File: config.mk
export PLATFORM = sky130hd
export DESIGN_NAME = gpr_wb_ctrl
export DESIGN_NICKNAME = d
export VERILOG_FILES = /design/src/rtl/gpr_wb_ctrl_pkg.sv /design/src/rtl/gpr_wb_ctrl_wb_fifo.sv /design/src/rtl/gpr_wb_ctrl.sv
export SDC_FILE = /design/constraint.sdc
export NUM_CORES = 1
export LEC_CHECK = 0
export CAP_MARGIN = 5
export CORE_UTILIZATION = 45
export CTS_CLUSTER_SIZE = 40
export DETAILED_ROUTE_END_ITERATION = 7
export PLACE_DENSITY = 0.67
export SYNTH_ARGS = -nofsm -noshare
export SYNTH_HDL_FRONTEND = slang
export SYNTH_HIERARCHICAL = 1
export SYNTH_SLANG_ARGS = --single-unit
File: constraint.sdc
create_clock -name clk -period 7 [get_ports clk]
set_input_delay 1.75 -clock clk [delete_from_list [all_inputs] [get_ports clk]]
set_output_delay 1.75 -clock clk [all_outputs]
set_load 0.05 [all_outputs]
File: src/rtl/gpr_wb_ctrl_pkg.sv
// Shared widths, default depths and the result-buffer entry layout for the
// GPR writeback controller.
package gpr_wb_ctrl_pkg;

  localparam int REG_ADDR_W        = 5;
  localparam int WORD_DATA_W       = 32;
  localparam int NUM_REGS          = 1 << REG_ADDR_W;
  localparam int PEND_CNT_W        = 3;
  localparam int LD_FIFO_DEPTH_DEF = 4;
  localparam int WB_BUF_DEPTH_DEF  = 2;

  typedef struct packed {
    logic [REG_ADDR_W-1:0]  addr;
    logic [WORD_DATA_W-1:0] data;
  } wb_entry_t;

  localparam int WB_ENTRY_W = $bits(wb_entry_t);

  function automatic int cnt_width(input int depth);
    return $clog2(depth + 1);
  endfunction

  function automatic int ptr_width(input int depth);
    return (depth > 1) ? $clog2(depth) : 1;
  endfunction

endpackage

File: src/rtl/gpr_wb_ctrl_wb_fifo.sv
// Small parameterised FIFO with occupancy count; pushes when full and pops
// when empty are ignored so the caller decides the protocol policy.
module wb_fifo
  import gpr_wb_ctrl_pkg::*;
#(
  parameter int WIDTH = 8,
  parameter int DEPTH = 4,
  parameter int CNT_W = $clog2(DEPTH + 1)
) (
  input  logic             clk,
  input  logic             rst_n,
  input  logic             push_i,
  input  logic             pop_i,
  input  logic [WIDTH-1:0] din_i,
  output logic [WIDTH-1:0] dout_o,
  output logic [CNT_W-1:0] count_o
);

  localparam int PTR_W = ptr_width(DEPTH);

  logic [WIDTH-1:0] mem_q [DEPTH];
  logic [PTR_W-1:0] rd_q, rd_d;
  logic [PTR_W-1:0] wr_q, wr_d;
  logic [CNT_W-1:0] cnt_q, cnt_d;
  logic             push_s;
  logic             pop_s;

  function automatic logic [PTR_W-1:0] ptr_inc(input logic [PTR_W-1:0] p);
    if (p == PTR_W'(DEPTH - 1)) begin
      return '0;
    end else begin
      return p + PTR_W'(1);
    end
  endfunction

  always_comb begin
    push_s = push_i & (cnt_q != CNT_W'(DEPTH));
    pop_s  = pop_i & (cnt_q != '0);
    rd_d   = pop_s  ? ptr_inc(rd_q) : rd_q;
    wr_d   = push_s ? ptr_inc(wr_q) : wr_q;
    case ({push_s, pop_s})
      2'b10:   cnt_d = cnt_q + CNT_W'(1);
      2'b01:   cnt_d = cnt_q - CNT_W'(1);
      default: cnt_d = cnt_q;
    endcase
  end

  always_ff @(posedge clk or negedge rst_n) begin
    if (!rst_n) begin
      rd_q  <= '0;
      wr_q  <= '0;
      cnt_q <= '0;
    end else begin
      rd_q  <= rd_d;
      wr_q  <= wr_d;
      cnt_q <= cnt_d;
    end
  end

  always_ff @(posedge clk or negedge rst_n) begin
    if (!rst_n) begin
      for (int i = 0; i < DEPTH; i++) begin
        mem_q[i] <= '0;
      end
    end else if (push_s) begin
      mem_q[wr_q] <= din_i;
    end
  end

  assign dout_o  = mem_q[rd_q];
  assign count_o = cnt_q;

endmodule

File: src/rtl/gpr_wb_ctrl.sv
// Register-file writeback arbiter (ALU first, buffered in-order loads second)
// with a per-register pending-load scoreboard that stalls decode on hazards.
module gpr_wb_ctrl
  import gpr_wb_ctrl_pkg::*;
#(
  parameter int LD_FIFO_DEPTH = LD_FIFO_DEPTH_DEF,
  parameter int WB_BUF_DEPTH  = WB_BUF_DEPTH_DEF
) (
  input  logic                   clk,
  input  logic                   reset_,
  input  logic                   AluWE_,
  input  logic [REG_ADDR_W-1:0]  AluAddr,
  input  logic [WORD_DATA_W-1:0] AluData,
  input  logic                   LdIssue_,
  input  logic [REG_ADDR_W-1:0]  LdIssueAddr,
  input  logic                   LdDone_,
  input  logic [WORD_DATA_W-1:0] LdData,
  output logic                   LdFull,
  output logic                   LdBufFull,
  input  logic [REG_ADDR_W-1:0]  DecRdAddr0,
  input  logic [REG_ADDR_W-1:0]  DecRdAddr1,
  input  logic                   DecDstValid_,
  input  logic [REG_ADDR_W-1:0]  DecDstAddr,
  output logic                   Stall,
  output logic                   ErrOvf,
  output logic                   WE_,
  output logic [REG_ADDR_W-1:0]  WrAddr,
  output logic [WORD_DATA_W-1:0] WrData
);

  localparam int AF_CNT_W = cnt_width(LD_FIFO_DEPTH);
  localparam int WB_CNT_W = cnt_width(WB_BUF_DEPTH);

  logic [REG_ADDR_W-1:0] af_head_s;
  logic [AF_CNT_W-1:0]   af_cnt_s;
  wb_entry_t             wb_head_s;
  wb_entry_t             wb_din_s;
  logic [WB_CNT_W-1:0]   wb_cnt_s;

  logic                  ld_full_s;
  logic                  buf_full_s;
  logic                  issue_ok_s;
  logic                  done_ok_s;
  logic                  drain_s;
  logic                  viol_s;
  logic [NUM_REGS-1:0]   haz_s;

  logic [PEND_CNT_W-1:0] pend_q [NUM_REGS];
  logic [PEND_CNT_W-1:0] pend_d [NUM_REGS];
  logic                  err_q, err_d;

  wb_fifo #(
    .WIDTH (REG_ADDR_W),
    .DEPTH (LD_FIFO_DEPTH),
    .CNT_W (AF_CNT_W)
  ) u_addr_fifo (
    .clk     (clk),
    .rst_n   (reset_),
    .push_i  (issue_ok_s),
    .pop_i   (done_ok_s),
    .din_i   (LdIssueAddr),
    .dout_o  (af_head_s),
    .count_o (af_cnt_s)
  );

  wb_fifo #(
    .WIDTH (WB_ENTRY_W),
    .DEPTH (WB_BUF_DEPTH),
    .CNT_W (WB_CNT_W)
  ) u_wb_buf (
    .clk     (clk),
    .rst_n   (reset_),
    .push_i  (done_ok_s),
    .pop_i   (drain_s),
    .din_i   (wb_din_s),
    .dout_o  (wb_head_s),
    .count_o (wb_cnt_s)
  );

  // Protocol decode: accepted events, violations and buffer drain.
  always_comb begin
    ld_full_s      = (af_cnt_s == AF_CNT_W'(LD_FIFO_DEPTH));
    buf_full_s     = (wb_cnt_s == WB_CNT_W'(WB_BUF_DEPTH));
    issue_ok_s     = !LdIssue_ && !ld_full_s;
    done_ok_s      = !LdDone_ && !buf_full_s && (af_cnt_s != '0);
    drain_s        = AluWE_ && (wb_cnt_s != '0);
    viol_s         = (!LdIssue_ && ld_full_s) ||
                     (!LdDone_ && (buf_full_s || (af_cnt_s == '0)));
    wb_din_s.addr  = af_head_s;
    wb_din_s.data  = LdData;
    err_d          = err_q | viol_s;
  end

  // Write-port mux; load data only ever reaches the port through the buffer.
  always_comb begin
    WE_    = 1'b1;
    WrAddr = '0;
    WrData = '0;
    if (!AluWE_) begin
      WE_    = 1'b0;
      WrAddr = AluAddr;
      WrData = AluData;
    end else if (drain_s) begin
      WE_    = 1'b0;
      WrAddr = wb_head_s.addr;
      WrData = wb_head_s.data;
    end else begin
      WE_    = 1'b1;
    end
  end

  // Scoreboard next state and hazard; a drain of the last pending write releases.
  always_comb begin
    for (int i = 0; i < NUM_REGS; i++) begin
      logic inc_v;
      logic dec_v;
      inc_v = issue_ok_s && (LdIssueAddr == REG_ADDR_W'(i));
      dec_v = drain_s && (wb_head_s.addr == REG_ADDR_W'(i));
      case ({inc_v, dec_v})
        2'b10:   pend_d[i] = pend_q[i] + PEND_CNT_W'(1);
        2'b01:   pend_d[i] = pend_q[i] - PEND_CNT_W'(1);
        default: pend_d[i] = pend_q[i];
      endcase
      haz_s[i] = (pend_q[i] != '0) &&
                 !(dec_v && (pend_q[i] == PEND_CNT_W'(1)));
    end
  end

  // Scoreboard and sticky error state.
  always_ff @(posedge clk or negedge reset_) begin
    if (!reset_) begin
      for (int i = 0; i < NUM_REGS; i++) begin
        pend_q[i] <= '0;
      end
      err_q <= 1'b0;
    end else begin
      for (int i = 0; i < NUM_REGS; i++) begin
        pend_q[i] <= pend_d[i];
      end
      err_q <= err_d;
    end
  end

  assign Stall     = haz_s[DecRdAddr0] | haz_s[DecRdAddr1] |
                     (!DecDstValid_ & haz_s[DecDstAddr]);
  assign LdFull    = ld_full_s;
  assign LdBufFull = buf_full_s;
  assign ErrOvf    = err_q;

endmodule

---- Yosys cells after proc, flatten, opt, wreduce, memory -nomap -nowiden ----
Index checks and enable logic that the tools add are counted.
word-level totals
  word-level logic and storage cells ...... 614
  register bits after elaboration ......... 202
  input port bits ......................... 95
  output and inout bits ................... 42
cells by class
  reductions and logical operators ........ 246
  equal/unequal tests ..................... 168
  $lt $le $gt $ge ......................... 9
  muxes and demuxes ....................... 62
  add/sub/neg operators ................... 72
  bitwise operators ....................... 12
operators with widths
  kind                                                                           number
  3-bit case mux with 2 select lines                                             33
  5-bit == test (second input constant)                                          32
  37-bit 2-to-1 mux                                                              4
  1-bit logical AND                                                              136
  3-bit by 1-bit adder with 3-bit output (second input constant)                 33
  3-bit nonzero test                                                             33
  3-bit by 1-bit subtractor with 3-bit output (second input constant)            33
  3-bit by 1-bit == test with 1-bit output (second input constant)               32
  5-bit by 4-bit == test with 1-bit output (second input constant)               16
  74-bit bitwise mux                                                             1
  2-bit == test (second input constant)                                          37
  2-bit nonzero test                                                             35
  2-bit by 1-bit == test with 1-bit output (second input constant)               34
  32-bit 2-to-1 mux                                                              2
  5-bit by 3-bit == test with 1-bit output (second input constant)               8
  37-bit demux with 1-bit select                                                 1
  1-bit logical NOT                                                              37
  5-bit 2-to-1 mux                                                               5
  20-bit bitwise mux                                                             1
  5-bit by 2-bit == test with 1-bit output (second input constant)               4
  5-bit by 6-bit less-than comparator with 1-bit output (second input constant)  3
  1-bit binary-select mux with 5-bit select                                      3
  5-bit binary-select mux with 2-bit select                                      1
  5-bit demux with 2-bit select                                                  1
  other kinds (21)                                                               44

---- Logic depth before layout (Yosys ltp) ----
  depth in word-level cells ............... 13
  depth in mapped cells ................... 12
  mapped depth without buffers ............ 10

---- Modules after synthesis ----
Netlist, hierarchy kept.
modules (own cells, without submodules)
  module                  times used  area an instance (um2)  cells each  seq. area each (um2)
  gpr_wb_ctrl             1           9076.2                  1052        2427.3
  wb_fifo at u_wb_buf     1           3702.3                  213         1951.9
  wb_fifo at u_addr_fifo  1           1290.0                  88          675.6

---- Worst setup path before layout ----
Ideal clock, no wire load.
  path type ............................... input -> output
  start ................................... input AluWE_
  end ..................................... output Stall
  arrival time ............................ 3.923 ns
  buffers on the path ..................... 2
  required time ........................... 5.250 ns
  stages .................................. 9
  setup slack ............................. 1.327 ns
  path through ............................ buf_4 or3b_1 buf_6 o41ai_4 a2bb2oi_2 o22ai_1 or4_1 nand3_1 nand3_1
on the way
  longest elaborated chain between the ends .. 9
  elaborated cells between the ends (all ways) .. 138
  those cells by class .................... mux (6); bitwise (3); reduce/logical (129)
RTL lines
  item                                                          RTL line                                text
  start: declaration                                            gpr_wb_ctrl.sv:11                       input logic AluWE_,
  1-bit logical AND *                                           gpr_wb_ctrl.sv:86                       drain_s = AluWE_ && (wb_cnt_s != '0);
  1-bit logical AND                                             gpr_wb_ctrl.sv:118                      dec_v = drain_s && (wb_head_s.addr == REG_ADDR_W'(i));
  1-bit logical AND                                             gpr_wb_ctrl.sv:125                      !(dec_v && (pend_q[i] == PEND_CNT_W'(1)));
  1-bit logical NOT                                             gpr_wb_ctrl.sv:125
  1-bit logical AND                                             gpr_wb_ctrl.sv:124                      haz_s[i] = (pend_q[i] != '0) &&
  1-bit binary-select mux with 5-bit select (on tied branches)  gpr_wb_ctrl.sv:144, gpr_wb_ctrl.sv:145
  1-bit 2-to-1 mux (on tied branches)                           gpr_wb_ctrl.sv:144, gpr_wb_ctrl.sv:145
  1-bit bitwise OR / 1-bit bitwise AND (equally long branches)  gpr_wb_ctrl.sv:144, gpr_wb_ctrl.sv:145
  1-bit bitwise OR *                                            gpr_wb_ctrl.sv:144                      assign Stall = haz_s[DecRdAddr0] | haz_s[DecRdAddr1] |
  end: declaration                                              gpr_wb_ctrl.sv:24                       output logic Stall,
Every way passes the cells marked *; elsewhere a longest branch is shown, timed or not. The select of a mux whose other input is x is not followed.

---- Worst setup path in the final report ----
Ends and elaborated chain as after synthesis.

==> load_flow_metrics.sql <==
INSERT INTO impl_metrics (metric_group, metric, value, unit) VALUES
('synthesis', 'synthesis.yosys.warnings', '6', ''),
('cts', 'cts_num_sinks', '202', ''),
('drt', 'detailroute.via_count', '10367', ''),
('placement', 'port_buffers', '136', ''),
('floorplan', 'floorplan.die.width', '179', 'um'),
('worst_setup_path', 'startpoint', 'AluWE_', ''),
('synthesis', 'async_flop_share', '1.00', ''),
('final_layout', 'fraction_of_layout_cells_with_a_size_suffix_above_1', '0.173', ''),
('floorplan', 'die_y', '179', 'um'),
('synthesis', 'synth_enable_flop_cells', '0', ''),
('drt', 'detail_route.drc_violations', '0', ''),
('sta', 'finalWorstPathRequiredPeriod', '6.70', 'ns'),
('power_and_ir_drop', 'pwr_density_cell', '444', 'nW/um2'),
('cts', 'clk_pin_slew_worst_paths', '0.05', 'ns'),
('power_and_ir_drop', 'part_of_the_power_in_combinational_logic', '0.536', ''),
('sta', 'finalSetupTns', '0', 'ns'),
('power_and_ir_drop', 'power_frac_seq', '0.290', ''),
('status', 'status', 'complete, no violations', ''),
('cts', 'buffer_levels_on_the_longest_clock_path', '3', ''),
('cts', 'clkLatencyLatePin', '0.54', 'ns'),
('power_and_ir_drop', 'worst_ir_drop_vdd', '201', 'uV'),
('cts', 'tritoncts', 'yes', ''),
('sta', 'rsz0062_at_grt', 'false', ''),
('power_and_ir_drop', 'power.total', '7520', 'uW'),
('global_routing', 'grt_pass1_vias', '10453', ''),
('sta', 'timing.fmax', '149', 'MHz'),
('worst_setup_path', 'critical_path.startpoint_type', 'primary input', ''),
('synthesis', 'synth_ff_type', 'sky130_fd_sc_hd__dfrtp_1', ''),
('sta', 'clock_skew', '0.0120', 'ns'),
('worst_setup_path', 'worstReg2RegStart', 'u_wb_buf/rd_q', ''),
('cts', 'ctsResizeCount', '0', ''),
('final_layout', 'nets', '1748', ''),
('worst_hold_path', 'min_from', 'pend_q[80]', ''),
('power_and_ir_drop', 'power.internal', '4400', 'uW'),
('drt', 'avgRoutedWirePerCell', '20.2', 'um'),
('drt', 'routed_via_density', '5.46', ''),
('cts', 'cts_made_buffers', '25', ''),
('floorplan', 'pin_count', '137', ''),
('worst_setup_path', 'timing_worst_setup_path_type', 'in -> out', ''),
('cts', 'cts_hold_buffers', '0', ''),
('worst_hold_path', 'min-delay-path-class', 'reg -> reg', ''),
('sta', 'worst-slew-pin-transition', '1.17', 'ns'),
('floorplan', 'design.core.area', '30700', 'um2'),
('synthesis', 'syn_nets', '1616', ''),
('power_and_ir_drop', 'clkPwrFrac', '0.174', ''),
('synthesis', 'synthCells', '1353', ''),
('worst_setup_path', 'critical_path_arrival', '4.95', 'ns'),
('sta', 'finalMaxSlewViolations', '0', ''),
('floorplan', 'floorplan.initialDensity', '0.459', ''),
('final_layout', 'diodes', '0', ''),
('floorplan', 'die_area', '32000', 'um2'),
('global_routing', 'grt_overflow_total', '0', ''),
('synthesis', 'post_synth.cell_area_avg', '10.4', 'um2'),
('worst_setup_path', 'critical_path_required', '5.25', 'ns'),
('final_layout', 'n_fill_cell', '2655', ''),
('drt', 'drtAntennaViolNets', '0', ''),
('power_and_ir_drop', 'power.leakage', '0.00761', 'uW'),
('run', 'max-cap-violations', '0', ''),
('synthesis', 'ys_ff_latch', '202', ''),
('cts', 'cts.root.buffer_cell', 'sky130_fd_sc_hd__clkbuf_16', ''),
('synthesis', 'area_of_the_mapped_netlist', '14100', 'um2'),
('worst_setup_path', 'worst_setup_path_end_kind', 'output port', ''),
('final_layout', 'synthToLayoutAreaGrowth', '20.5', '%'),
('power_and_ir_drop', 'switching_power', '3130', 'uW'),
('placement', 'gpl.final_weighted_congestion', '1.02', ''),
('sta', 'post-route-period-util', '0.957', ''),
('drt', 'drt_pre_antenna_iters', '6', ''),
('sta', 'worst_slew_margin_rel', '0.217', ''),
('synthesis', 'synth_cell_types', '83', ''),
('power_and_ir_drop', 'sw_frac_of_total', '0.416', ''),
('placement', 'hpwl', '28000', 'um'),
('global_routing', 'grt_first_pass_wirelength', '59600', 'um'),
('synthesis', 'seq_area_frac_synth', '0.359', ''),
('sta', 'setup-violations-final', '0', ''),
('global_routing', 'pin_count_of_the_biggest_net_entering_global_routing', '106', ''),
('drt', 'routed_wl', '38300', 'um'),
('cts', 'cts_post_setup_buffers_inserted', '0', ''),
('floorplan', 'placement_rows', '64', ''),
('global_routing', 'grt_use_total', '0.241', ''),
('global_routing', 'number_of_antenna_violations_at_the_first_check_in_global_routing', '0', ''),
('worst_setup_path', 'critical_path.max_fanout', '9', ''),
('sta', 'timing.final.hold_violations', '0', ''),
('drt', '1st_iter_drt_viols', '653', ''),
('cts', 'htree_num_levels', '1', '');
-- power groups by stage --
stage | Combinational, uW | Sequential [uW] | Clock (uW)
floorplan | 2870 | 2040 | 0
global placement | 3930 | 2150 | 0
detailed placement | 3990 | 2190 | 0
CTS | 4040 | 2180 | 1340
global route | 4380 | 2260 | 1390
finish | 4040 | 2180 | 1310
-- registers in the layout, summed over array words and instances (netlist names) --
signal	cells
pend_q	96
u_wb_buf/mem_q	74
u_addr_fifo/mem_q	20
u_addr_fifo/count_o	3
u_addr_fifo/rd_q	2
u_addr_fifo/wr_q	2
u_wb_buf/count_o	2
ErrOvf	1
u_wb_buf/rd_q	1
u_wb_buf/wr_q	1
-- worst max-delay path, cell delays in order --
cell and delay (ns):
sky130_fd_sc_hd__clkdlybuf4s50_1 0.76, sky130_fd_sc_hd__or3b_1 0.55, sky130_fd_sc_hd__o32ai_1 0.55, sky130_fd_sc_hd__or4_1 0.20, sky130_fd_sc_hd__o311ai_0 0.16, sky130_fd_sc_hd__or4_1 0.49
sky130_fd_sc_hd__nand3_1 0.12, sky130_fd_sc_hd__nand3_1 0.14, sky130_fd_sc_hd__buf_4 0.23
-- path summary, 6_finish.rpt --
| check | end | slack, ns | cells after the start |
|---|---|---|---|
| setup / recovery | Stall | 0.30 | 9 |
| hold / removal | pend_q[80] | 0.47 | 1 |
| max in group asynchronous | pend_q[44] | 4.42 | 2 |
| hold reg to reg | pend_q[80] | 0.47 | 1 |
| setup reg to reg | pend_q[56] | 3.64 | 9 |
| min in group asynchronous | u_wb_buf/mem_q[27] | 1.32 | 1 |
-- placed cells by master, fill, tap and decap left out, drive strengths merged, types with 32 or more instances in the layout --
| cell | Yosys | routed |
|---|---|---|
| clkbuf | 28 | 32 |
| dfrtp | 202 | 202 |
| nor2 | 95 | 95 |
| ha | 167 | 167 |
| o21ai | 74 | 74 |
| nand2 | 134 | 134 |
| inv | 127 | 129 |
| mux2i | 38 | 38 |
| clkdlybuf4s50 | 0 | 97 |
| mux2 | 137 | 137 |
| buf | 25 | 60 |
| xnor2 | 75 | 75 |
-- metrics by stage --
stage / instances / hold slack, ns / setup slack, ns / utilization / instance area (um2)
6_report: 1899 / 0.471 / 0.298 / 0.553 / 16900
3_5_place_dp: 1854 / 0.461 / 0.398 / 0.525 / 16100
4_1_cts: 1899 / 0.470 / 0.392 / 0.553 / 16900
2_1_floorplan: 1353 / 0.442 / 1.33 / - / 14100
3_3_place_gp: 1854 / 0.458 / 0.450 / 0.525 / 16100
5_1_grt: 1899 / 0.495 / 0.195 / 0.553 / 16900
-- synth_stat cells (5+ instances only) --
cell type	instances	area (um2)
sky130_fd_sc_hd__a32oi_1	5	43.8
sky130_fd_sc_hd__a41oi_1	9	78.8
sky130_fd_sc_hd__buf_1	5	18.8
sky130_fd_sc_hd__buf_12	7	140
sky130_fd_sc_hd__buf_2	8	40.0
sky130_fd_sc_hd__clkbuf_1	28	105
sky130_fd_sc_hd__dfrtp_1	202	5050
sky130_fd_sc_hd__ha_1	167	2090
sky130_fd_sc_hd__inv_1	127	477
sky130_fd_sc_hd__mux2_2	77	867
sky130_fd_sc_hd__mux2_4	60	901
sky130_fd_sc_hd__mux2i_1	38	380
sky130_fd_sc_hd__mux4_2	8	180
sky130_fd_sc_hd__nand2_1	134	503
sky130_fd_sc_hd__nand2b_1	28	175
sky130_fd_sc_hd__nand3_1	12	60.1
sky130_fd_sc_hd__nand4_1	8	50.1
sky130_fd_sc_hd__nand4b_1	5	43.8
sky130_fd_sc_hd__nor2_1	95	357
sky130_fd_sc_hd__nor2b_1	13	81.3
sky130_fd_sc_hd__nor3_1	11	55.1
sky130_fd_sc_hd__nor3b_1	8	60.1
sky130_fd_sc_hd__o21ai_0	73	365
sky130_fd_sc_hd__o32ai_1	6	52.6
sky130_fd_sc_hd__o41ai_1	11	96.3
sky130_fd_sc_hd__or3_1	9	56.3
sky130_fd_sc_hd__xnor2_1	75	657
sky130_fd_sc_hd__xor2_1	29	254
-- kinds of logic (layout without fill, tap and decap cells) --
logic type | after synthesis | after routing | share of synthesized area
AND/OR/NAND/NOR | 355 | 355 | 0.122
flip-flops | 202 | 202 | 0.359
multiplexers | 183 | 183 | 0.166
buffers and inverters | 181 | 331 | 0.0590
adder cells (fa/ha/maj) | 168 | 168 | 0.150
AO/OA/AOI/OAI | 160 | 160 | 0.0800
XOR/XNOR | 104 | 104 | 0.0647
-- routing by layer --
layer,routed length [um],vias to the layer above,track usage,share of wire
met5,0,-,0,0
met1,17400,5096,0.333,0.45
met4,1250,0,0.0855,0.033
li1,-,4860,-,-
met2,17000,338,0.377,0.44
met3,2640,73,0.0437,0.069
-- final cells by class --
cell class / instances / area, um2 / share of cell area
Clock buffer: 31 / 678 / 0.0400
Timing Repair Buffer: 158 / 1900 / 0.112
Sequential cell: 202 / 5050 / 0.298
Inverter: 128 / 480 / 0.0284
Clock inverter: 14 / 154 / 0.00908
Multi-Input combinational cell: 970 / 8190 / 0.483
Tap cell: 396 / 495 / 0.0292
Power figures use the tool's default switching activity.
